--- config.mk ---
export PLATFORM = sky130hd
export DESIGN_NAME = msx_config_loader
export DESIGN_NICKNAME = d
export VERILOG_FILES = /design/src/rtl/msx_config_loader.sv
export SDC_FILE = /design/constraint.sdc
export NUM_CORES = 1
export LEC_CHECK = 0
export CAP_MARGIN = 15
export CORE_MARGIN = 3
export CORE_UTILIZATION = 50
export CTS_BUF_LIST = sky130_fd_sc_hd__clkbuf_4 sky130_fd_sc_hd__clkbuf_8 sky130_fd_sc_hd__clkbuf_16
export DETAILED_ROUTE_END_ITERATION = 16
export PLACE_DENSITY_LB_ADDON = 0.08
export SLEW_MARGIN = 40
export SYNTH_ARGS = -nofsm -noshare
export SYNTH_HDL_FRONTEND = slang
export SYNTH_SLANG_ARGS = --single-unit
export TNS_END_PERCENT = 20
--- constraint.sdc ---
create_clock -name clk -period 7.8 [get_ports clk]
set_input_delay 0.78 -clock clk [delete_from_list [all_inputs] [get_ports clk]]
set_output_delay 0.78 -clock clk [all_outputs]
set_load 0.02 [all_outputs]
--- src/rtl/msx_config_loader.sv ---
// Parses the "MSXC" ioctl config stream into records and expands slot-bearing records into one slot-table write per 16 KB page.
// Record fields and first write appear the cycle after b7; ioctl_wait covers the expansion, and one late byte is absorbed by a holding register.
module msx_config_loader (
    input  logic        clk,
    input  logic        reset,
    input  logic        ioctl_download,
    input  logic        ioctl_wr,
    input  logic [7:0]  ioctl_dout,
    output logic        ioctl_wait,
    output logic        cfg_valid,
    output logic [4:0]  cfg_typ,
    output logic [3:0]  cfg_block_id,
    output logic [7:0]  cfg_block_count,
    output logic [1:0]  cfg_slot,
    output logic [1:0]  cfg_sub_slot,
    output logic [1:0]  cfg_start_block,
    output logic        cfg_internal_mapper,
    output logic [27:0] cfg_store_address,
    output logic        slot_wr,
    output logic [1:0]  slot_wr_slot,
    output logic [1:0]  slot_wr_sub,
    output logic [1:0]  slot_wr_page,
    output logic [1:0]  slot_wr_offset,
    output logic [3:0]  slot_wr_typ,
    output logic [3:0]  slot_wr_block_id,
    output logic [7:0]  record_count,
    output logic        done,
    output logic        error
);
    typedef enum logic [2:0] {IDLE, HDR, REC, EXPAND, DONE, ERR} state_t;

    state_t      state_q;
    logic        dl_q, hold_vld_q, wait_q, cfg_valid_q, slot_wr_q, done_q, error_q, im_q;
    logic [2:0]  idx_q, k_q, i_q;
    logic [55:0] rec_q;
    logic [7:0]  hold_q, record_count_q, cnt_q;
    logic [4:0]  typ_q;
    logic [3:0]  id_q, styp_q;
    logic [1:0]  slot_q, sub_q, start_q, page_q, off_q;
    logic [27:0] addr_q;

    logic        dl_rise, dl_fall, byte_take, map_d;
    logic [7:0]  byte_dat, hdr_exp, b3_d;
    logic [4:0]  typ_d;
    logic [3:0]  styp_d;
    logic [2:0]  span_d, k_d;
    logic        unused_bits;

    assign dl_rise   = ioctl_download & ~dl_q;
    assign dl_fall   = ~ioctl_download & dl_q;
    // A held byte is always older than the one on the bus, so it goes first.
    assign byte_take = hold_vld_q | ioctl_wr;
    assign byte_dat  = hold_vld_q ? hold_q : ioctl_dout;
    assign typ_d     = rec_q[4:0];
    assign b3_d      = rec_q[31:24];
    assign span_d    = 3'd4 - {1'b0, b3_d[6:5]};
    assign unused_bits = ^{rec_q[7:5], rec_q[15:12], rec_q[31]};

    always_comb begin
        case (idx_q[1:0])
            2'd1:    hdr_exp = 8'h53;
            2'd2:    hdr_exp = 8'h58;
            2'd3:    hdr_exp = 8'h43;
            default: hdr_exp = 8'h4D;
        endcase
    end

    always_comb begin
        styp_d = 4'd0;
        map_d  = 1'b1;
        k_d    = 3'd0;
        case (typ_d)
            5'd1:    styp_d = b3_d[4] ? 4'd5 : 4'd1;
            5'd2:    styp_d = 4'd2;
            5'd3:    styp_d = 4'd8;
            5'd4:    styp_d = 4'd6;
            5'd5:    styp_d = 4'd7;
            default: map_d  = 1'b0;
        endcase
        if (map_d) begin
            if (rec_q[23:16] < {5'd0, span_d}) k_d = rec_q[18:16];
            else                               k_d = span_d;
        end
    end

    always_ff @(posedge clk or posedge reset) begin
        if (reset) begin
            state_q <= IDLE;  dl_q <= 1'b0;  hold_vld_q <= 1'b0;  hold_q <= 8'd0;
            wait_q <= 1'b0;  cfg_valid_q <= 1'b0;  slot_wr_q <= 1'b0;
            done_q <= 1'b0;  error_q <= 1'b0;  record_count_q <= 8'd0;
            idx_q <= 3'd0;  k_q <= 3'd0;  i_q <= 3'd0;  rec_q <= 56'd0;
            typ_q <= 5'd0;  id_q <= 4'd0;  cnt_q <= 8'd0;  styp_q <= 4'd0;
            slot_q <= 2'd0;  sub_q <= 2'd0;  start_q <= 2'd0;  im_q <= 1'b0;
            page_q <= 2'd0;  off_q <= 2'd0;  addr_q <= 28'd0;
        end else begin
            dl_q        <= ioctl_download;
            cfg_valid_q <= 1'b0;
            slot_wr_q   <= 1'b0;
            if (dl_rise) begin
                state_q <= HDR;  idx_q <= 3'd0;  hold_vld_q <= 1'b0;  wait_q <= 1'b0;
                done_q <= 1'b0;  error_q <= 1'b0;  record_count_q <= 8'd0;
            end else begin
                case (state_q)
                    HDR: begin
                        if (dl_fall) begin
                            state_q <= ERR;  error_q <= 1'b1;
                        end else if (ioctl_wr) begin
                            if (ioctl_dout != hdr_exp) begin
                                state_q <= ERR;  error_q <= 1'b1;
                            end else if (idx_q == 3'd3) begin
                                state_q <= REC;  idx_q <= 3'd0;
                            end else begin
                                idx_q <= idx_q + 3'd1;
                            end
                        end
                    end
                    REC: begin
                        if (dl_fall) begin
                            if (idx_q == 3'd0 && !hold_vld_q) begin
                                state_q <= DONE;  done_q <= 1'b1;
                            end else begin
                                state_q <= ERR;  error_q <= 1'b1;
                            end
                            hold_vld_q <= 1'b0;
                        end else if (byte_take) begin
                            hold_vld_q <= hold_vld_q & ioctl_wr;
                            hold_q     <= ioctl_dout;
                            if (idx_q != 3'd7) begin
                                rec_q <= {byte_dat, rec_q[55:8]};
                                idx_q <= idx_q + 3'd1;
                            end else begin
                                idx_q   <= 3'd0;
                                typ_q   <= typ_d;          id_q   <= rec_q[11:8];
                                cnt_q   <= rec_q[23:16];   slot_q <= b3_d[1:0];
                                sub_q   <= b3_d[3:2];      im_q   <= b3_d[4];
                                start_q <= b3_d[6:5];
                                addr_q  <= {byte_dat[3:0], rec_q[55:32]};
                                if (typ_d > 5'd9) begin
                                    state_q <= ERR;  error_q <= 1'b1;
                                end else begin
                                    state_q     <= EXPAND;
                                    cfg_valid_q <= 1'b1;
                                    wait_q      <= 1'b1;
                                    if (record_count_q != 8'hFF) record_count_q <= record_count_q + 8'd1;
                                    styp_q    <= styp_d;
                                    k_q       <= k_d;
                                    i_q       <= 3'd1;
                                    page_q    <= b3_d[6:5];
                                    off_q     <= 2'd0;
                                    slot_wr_q <= (k_d != 3'd0);
                                end
                            end
                        end
                    end
                    EXPAND: begin
                        if (dl_fall || (ioctl_wr && hold_vld_q)) begin
                            state_q <= ERR;  error_q <= 1'b1;  wait_q <= 1'b0;  hold_vld_q <= 1'b0;
                        end else begin
                            if (ioctl_wr) begin
                                hold_q <= ioctl_dout;  hold_vld_q <= 1'b1;
                            end
                            if (i_q < k_q) begin
                                slot_wr_q <= 1'b1;
                                page_q    <= start_q + i_q[1:0];
                                off_q     <= i_q[1:0];
                                i_q       <= i_q + 3'd1;
                            end else begin
                                wait_q  <= 1'b0;
                                state_q <= REC;
                            end
                        end
                    end
                    default: ;
                endcase
            end
        end
    end

    assign ioctl_wait          = wait_q;
    assign cfg_valid           = cfg_valid_q;
    assign cfg_typ             = typ_q;
    assign cfg_block_id        = id_q;
    assign cfg_block_count     = cnt_q;
    assign cfg_slot            = slot_q;
    assign cfg_sub_slot        = sub_q;
    assign cfg_start_block     = start_q;
    assign cfg_internal_mapper = im_q;
    assign cfg_store_address   = addr_q;
    assign slot_wr             = slot_wr_q;
    assign slot_wr_slot        = slot_q;
    assign slot_wr_sub         = sub_q;
    assign slot_wr_page        = page_q;
    assign slot_wr_offset      = off_q;
    assign slot_wr_typ         = styp_q;
    assign slot_wr_block_id    = id_q;
    assign record_count        = record_count_q;
    assign done                = done_q;
    assign error               = error_q;
endmodule

* Word-level counts from Yosys, hierarchy flattened
Index checks and enable logic that the tools add are counted.
Operators by class: add/sub/neg operators 5, order comparisons 3, equal/unequal tests 42, multiplexer cells 105, bitwise gates (word level) 10, reduce and logical (&&, ||, !) cells 28
Operators by type and width (count):
- 2-to-1 mux 8 bit | 12
- 2-to-1 mux 3 bit | 28
- 2-to-1 mux 1 bit | 41
- AND reduction 6 bit | 6
- != test 4 bit (second input constant) | 8
- != test 3 bit (second input constant) | 9
- 2-to-1 mux 2 bit | 12
- != test 2 bit (second input constant) | 10
- case mux 4 bit (5 select lines) | 1
- case mux 8 bit (2 select lines) | 1
- AND reduction 8 bit | 2
- case mux 5 bit (3 select lines) | 1
- case mux 3 bit (2 select lines) | 2
- nonzero test 2 bit | 6
- equality test 5 x 2 -> 1 bit (second input constant) | 2
- equality test 5 x 3 -> 1 bit (second input constant) | 2
- AND reduction 5 bit | 2
- equality test 3 x 2 -> 1 bit (second input constant) | 3
- case mux 3 bit (3 select lines) | 1
- nonzero test 3 bit | 3
- adder 8 x 1 -> 8 bit (second input constant) | 1
- less-than comparator 8 x 3 -> 1 bit | 1
- != test 8 bit | 1
- != test 8 bit (second input constant) | 1
- other kinds (23) | 37
Storage, ports and cells: register bits 151, input bits 12, output and inout bits 81, logic and storage cells 218

* Depth between registers and ports, before layout
word-level depth 11, depth in mapped cells 9, gate-level depth less buffers 9

* Least setup slack after synthesis
OpenSTA, ideal clock, no wires.
path type input to register, from in ioctl_download, to reg state_q[0], library setup time 125 ps, arrival 2361 ps, data required time 7675 ps, setup slack 5314 ps, cell stages on the path 6, buffers on the path 0, cells stage by stage ha_1 > nor2_1 > nand2_1 > nor4_1 > a211o_1 > mux2_2
Between the ends: cells in the longest elaborated chain, start to end 6, elaborated cells on any way between the ends 16
RTL lines:
- from (decl) | RTL line 6 | input logic ioctl_download,
- inverter 1 bit | RTL line 50 | assign dl_fall = ~ioctl_download & dl_q;
- AND 1 bit | RTL line 50
- logical OR 1 bit | RTL line 156 | if (dl_fall || (ioctl_wr && hold_vld_q)) begin
- 2-to-1 mux 3 bit | RTL line 156
- case mux 3 bit (3 select lines) | RTL line 103 | case (state_q)
- 2-to-1 mux 3 bit | RTL line 99 | if (dl_rise) begin
- to (signal assigned) | RTL line 100 | state_q <= HDR; idx_q <= 3'd0; hold_vld_q <= 1'b0; wait_q <= 1'b0;
- to (signal assigned) | RTL line 106 | state_q <= ERR; error_q <= 1'b1;
- to (signal assigned) | RTL line 157 | state_q <= ERR; error_q <= 1'b1; wait_q <= 1'b0; hold_vld_q <= 1'b0;
- to (decl) | RTL line 32 | state_t state_q;
Several ways; a longest one is shown, not always the timed one. A chain may end at the register's enable or synchronous reset.

* Worst setup path after layout
from in ioctl_download, to reg sub_q[0], in the netlist cfg_sub_slot[0]
Between the ends: cells in the longest elaborated chain, start to end 4, elaborated cells on any way between the ends 6
RTL lines:
- inverter 1 bit | RTL line 50
- AND 1 bit | RTL line 50
- inverter 1 bit (no source line)
- AND reduction 5 bit (no source line) *
- to (signal assigned) | RTL line 135 | sub_q <= b3_d[3:2]; im_q <= b3_d[4];
- to (decl) | RTL line 39 | logic [1:0] slot_q, sub_q, start_q, page_q, off_q;
Mark *: on every way between the ends. The rest lies on a longest branch, timed or not.

==> results.toml <==
[outcome]
status = "finished, final reports clean"

[route]
drtIter0Drc = 274
first_pass_iters = 5
route.antenna.remaining_nets = 0
wl_per_cell_um = 17.1
drt-total-wl_um = 13600
drc = 0
viasPerCell = 5.47
vias = 4342

[finish]
multi_input_area_um2 = 2690
n_antenna_cell = 0
layout_commonest_cell = "dfrtp_1"
final-seq-area_um2 = 3630
final_cell_area_um2 = 8130
syn_to_final_growth_pct = 24.2
fillCellCount = 1093
nNetsFinal = 640
final_layout_size_suffix_gt1_share_pct = 24.0
layout_common_cells = "dfrtp_1 (145), mux2_2 (103), clkdlybuf4s50_1 (92), nor2_1 (31), a21oi_1 (25)"

[place]
hpwl_um = 9220
port_buffers = 92
dpl_cell_area_um2 = 7560
gp_congestion = 0.887
pre_cts_ws_ns = 4.18

[cts]
tritoncts = "built"
root_buffer = "clkbuf_16"
postCtsHoldBufs = 0
insertion_delay_ns = 0.42
post_cts_buffers = 0
clock_sinks = 145
cts_made_buffers = 17
cts_resized = 0
cts_htree_levels = 4
clk_pin_slew_ns = 0.06
clockBufferDepth = 2

[global_routing]
grt_first_pass_wirelength_um = 22900
met1_usage_pct = 26.7
gr-usage-met3_pct = 5.43
top_usage_layer = "met2"
grtUsageMet2_pct = 31.4
overflow = 0
antenna_found_initial = 0
grt_pass1_vias = 4505
track_usage_pct = 20.1
grt_max_degree = 83

[sta]
fin_tns_setup_ns = 0
layout_setup_ws_ns = 4.61
rsz0062_at_grt = "no"
worst-slew-pin-transition_ns = 0.775
fmax_mhz = 313
maxSlewHeadroom_pct = 48.3
hold_viol_final = 0
finalCriticalPeriod_ns = 3.19
clock_skew_ns = 0.0120
hold_ws_ns = 0.477
drv_slew = 0
period_share_pct = 40.9
finalSetupViolCount = 0

[floorplan]
num_rows = 41
fp.dieH_um = 120
design.core.area_um2 = 12700
die_area_um2 = 14500
die_w_um = 120
initial_core_util_pct = 51.5
pin_count = 93

[run]
maxCapViolations = 0

[critical_path]
path_class = "input pin to flop"
worstSetupEndpointType = "flop"
cp.arrival_ns = 3.49
cp.required_ns = 8.10
cp-start-kind = "input pin"
cp_max_fo = 56

[synth]
syn_inst = 525
ys_seq_area_share_pct = 55.4
synth_cell_types = 52
synth_flop_cell = "dfrtp_1"
yosys_warnings = 0
synth-seq-cells = 145
synth_area_per_cell_um2 = 12.5
syn_area_um2 = 6550
synth_nets = 556
synthArstFlopShare_pct = 100
synth_edf_count = 0

[power_and_ir_drop]
cellLeakagePower_nw = 3.79
p_sw_mw = 0.468
p_comb_share_pct = 12.1
p_per_area_nw_per_um2 = 220
internal-power_mw = 1.32
power.share.sequential_pct = 45.5
swShare_pct = 26.1
clockPowerShare_pct = 42.4
vdd_drop_max_uv = 131

[hold_path]
min_path_type = "flop to flop"
==> kinds of logic (layout without fill, tap and decap cells) <==
family	count (synthesis)	after routing	share of synthesized area [%]
AOI/OAI and AO/OA	80	80	7.91
xor gates and xnor gates	9	9	1.20
adders and majority gates	19	19	3.63
buffers and inverters	52	149	3.86
DFF	145	145	55.4
muxes	117	117	19.9
and+or+nand+nor	103	103	8.10
==> state kept, by name, summed over array words and instances, names as in the netlist, 2 cells and up <==
name               count
state_q                3
cfg_start_block        2
hold_q                 8
slot_wr_typ            4
k_q                    3
cfg_store_address     28
i_q                    3
idx_q                  3
slot_wr_page           2
cfg_typ                5
cfg_block_count        8
cfg_slot               2
cfg_sub_slot           2
rec_q                 50
record_count           8
cfg_block_id           4
slot_wr_offset         2
==> layout make-up <==
type / count / area share, %
multi-input cells: 328 / 33.1
flip-flops and latches: 145 / 44.6
clock buffers: 22 / 6.00
inverters: 22 / 1.08
repair buffers: 95 / 11.6
well taps: 172 / 2.65
clock inverters: 10 / 0.923
==> power by group through the flow <==
stage | Clock [mW] | Sequential (mW) | Combinational, mW
3_3_place_gp | 0 | 0.824 | 0.208
5_1_grt | 0.811 | 0.817 | 0.244
4_1_cts | 0.776 | 0.813 | 0.219
6_report | 0.759 | 0.813 | 0.216
3_5_place_dp | 0 | 0.827 | 0.216
2_1_floorplan | 0 | 0.826 | 0.146
==> critical path: stages <==
cell	delay (ns)
clkdlybuf4s50_1	0.51
inv_1	0.05
ha_1	0.42
nor2_1	0.36
nand2_1	0.21
nor2_4	0.11
buf_4	0.60
mux2_2	0.42
==> through the flow <==
stage          power, mW  instances  utilization (%)
2_1_floorplan      0.972        525                -
3_3_place_gp        1.03        762             59.4
3_5_place_dp        1.04        762             59.4
4_1_cts             1.81        794             63.8
5_1_grt             1.87        794             63.9
6_report            1.79        794             63.9
==> worst paths after layout <==
kind,cells after the start,endpoint,slack [ns],start
min in group asynchronous,2,hold_q[1],0.81,reset
worst max register to register,5,record_count[4],5.12,hold_vld_q
worst min-delay path,2,slot_wr_typ[2],0.48,slot_wr_typ[2]
worst min register to register,2,slot_wr_typ[2],0.48,slot_wr_typ[2]
max in group asynchronous,3,rec_q[23],5.83,reset
worst max-delay path,8,cfg_sub_slot[0],4.61,ioctl_download
==> layer usage <==
metal | up-vias | part of all wire, %
li1 | 2047 | -
met1 | 2158 | 44
met2 | 116 | 48
met3 | 21 | 5.5
met4 | 0 | 1.7
met5 | - | 0
==> synthesized netlist by cell type (2+ instances only) <==
master	number	area share, %
o41ai_1	4	0.54
nand3b_1	2	0.23
nor3_1	6	0.46
nor2_1	32	1.8
nand2b_1	4	0.38
nand2_1	24	1.4
dfrtp_1	145	55
a21o_1	2	0.23
a22o_1	2	0.27
mux2_2	103	18
nand4_1	4	0.38
buf_1	2	0.11
buf_4	11	1.3
nor2b_1	5	0.48
xnor2_1	7	0.94
or3_1	4	0.38
xor2_1	2	0.27
o21ai_0	13	0.99
o21a_1	4	0.46
o22ai_1	3	0.29
buf_2	13	0.99
or4_1	5	0.57
ha_1	19	3.6
a211o_1	2	0.27
a211oi_1	2	0.23
clkbuf_1	4	0.23
inv_1	22	1.3
o31ai_1	7	0.80
nand3_1	7	0.54
a2111oi_0	2	0.27
o211ai_1	2	0.23
a21oi_1	26	2.0
nor4_1	2	0.19
a32oi_1	2	0.27
mux2i_1	14	2.1
Note: power is estimated with default switching activity, not from simulation.
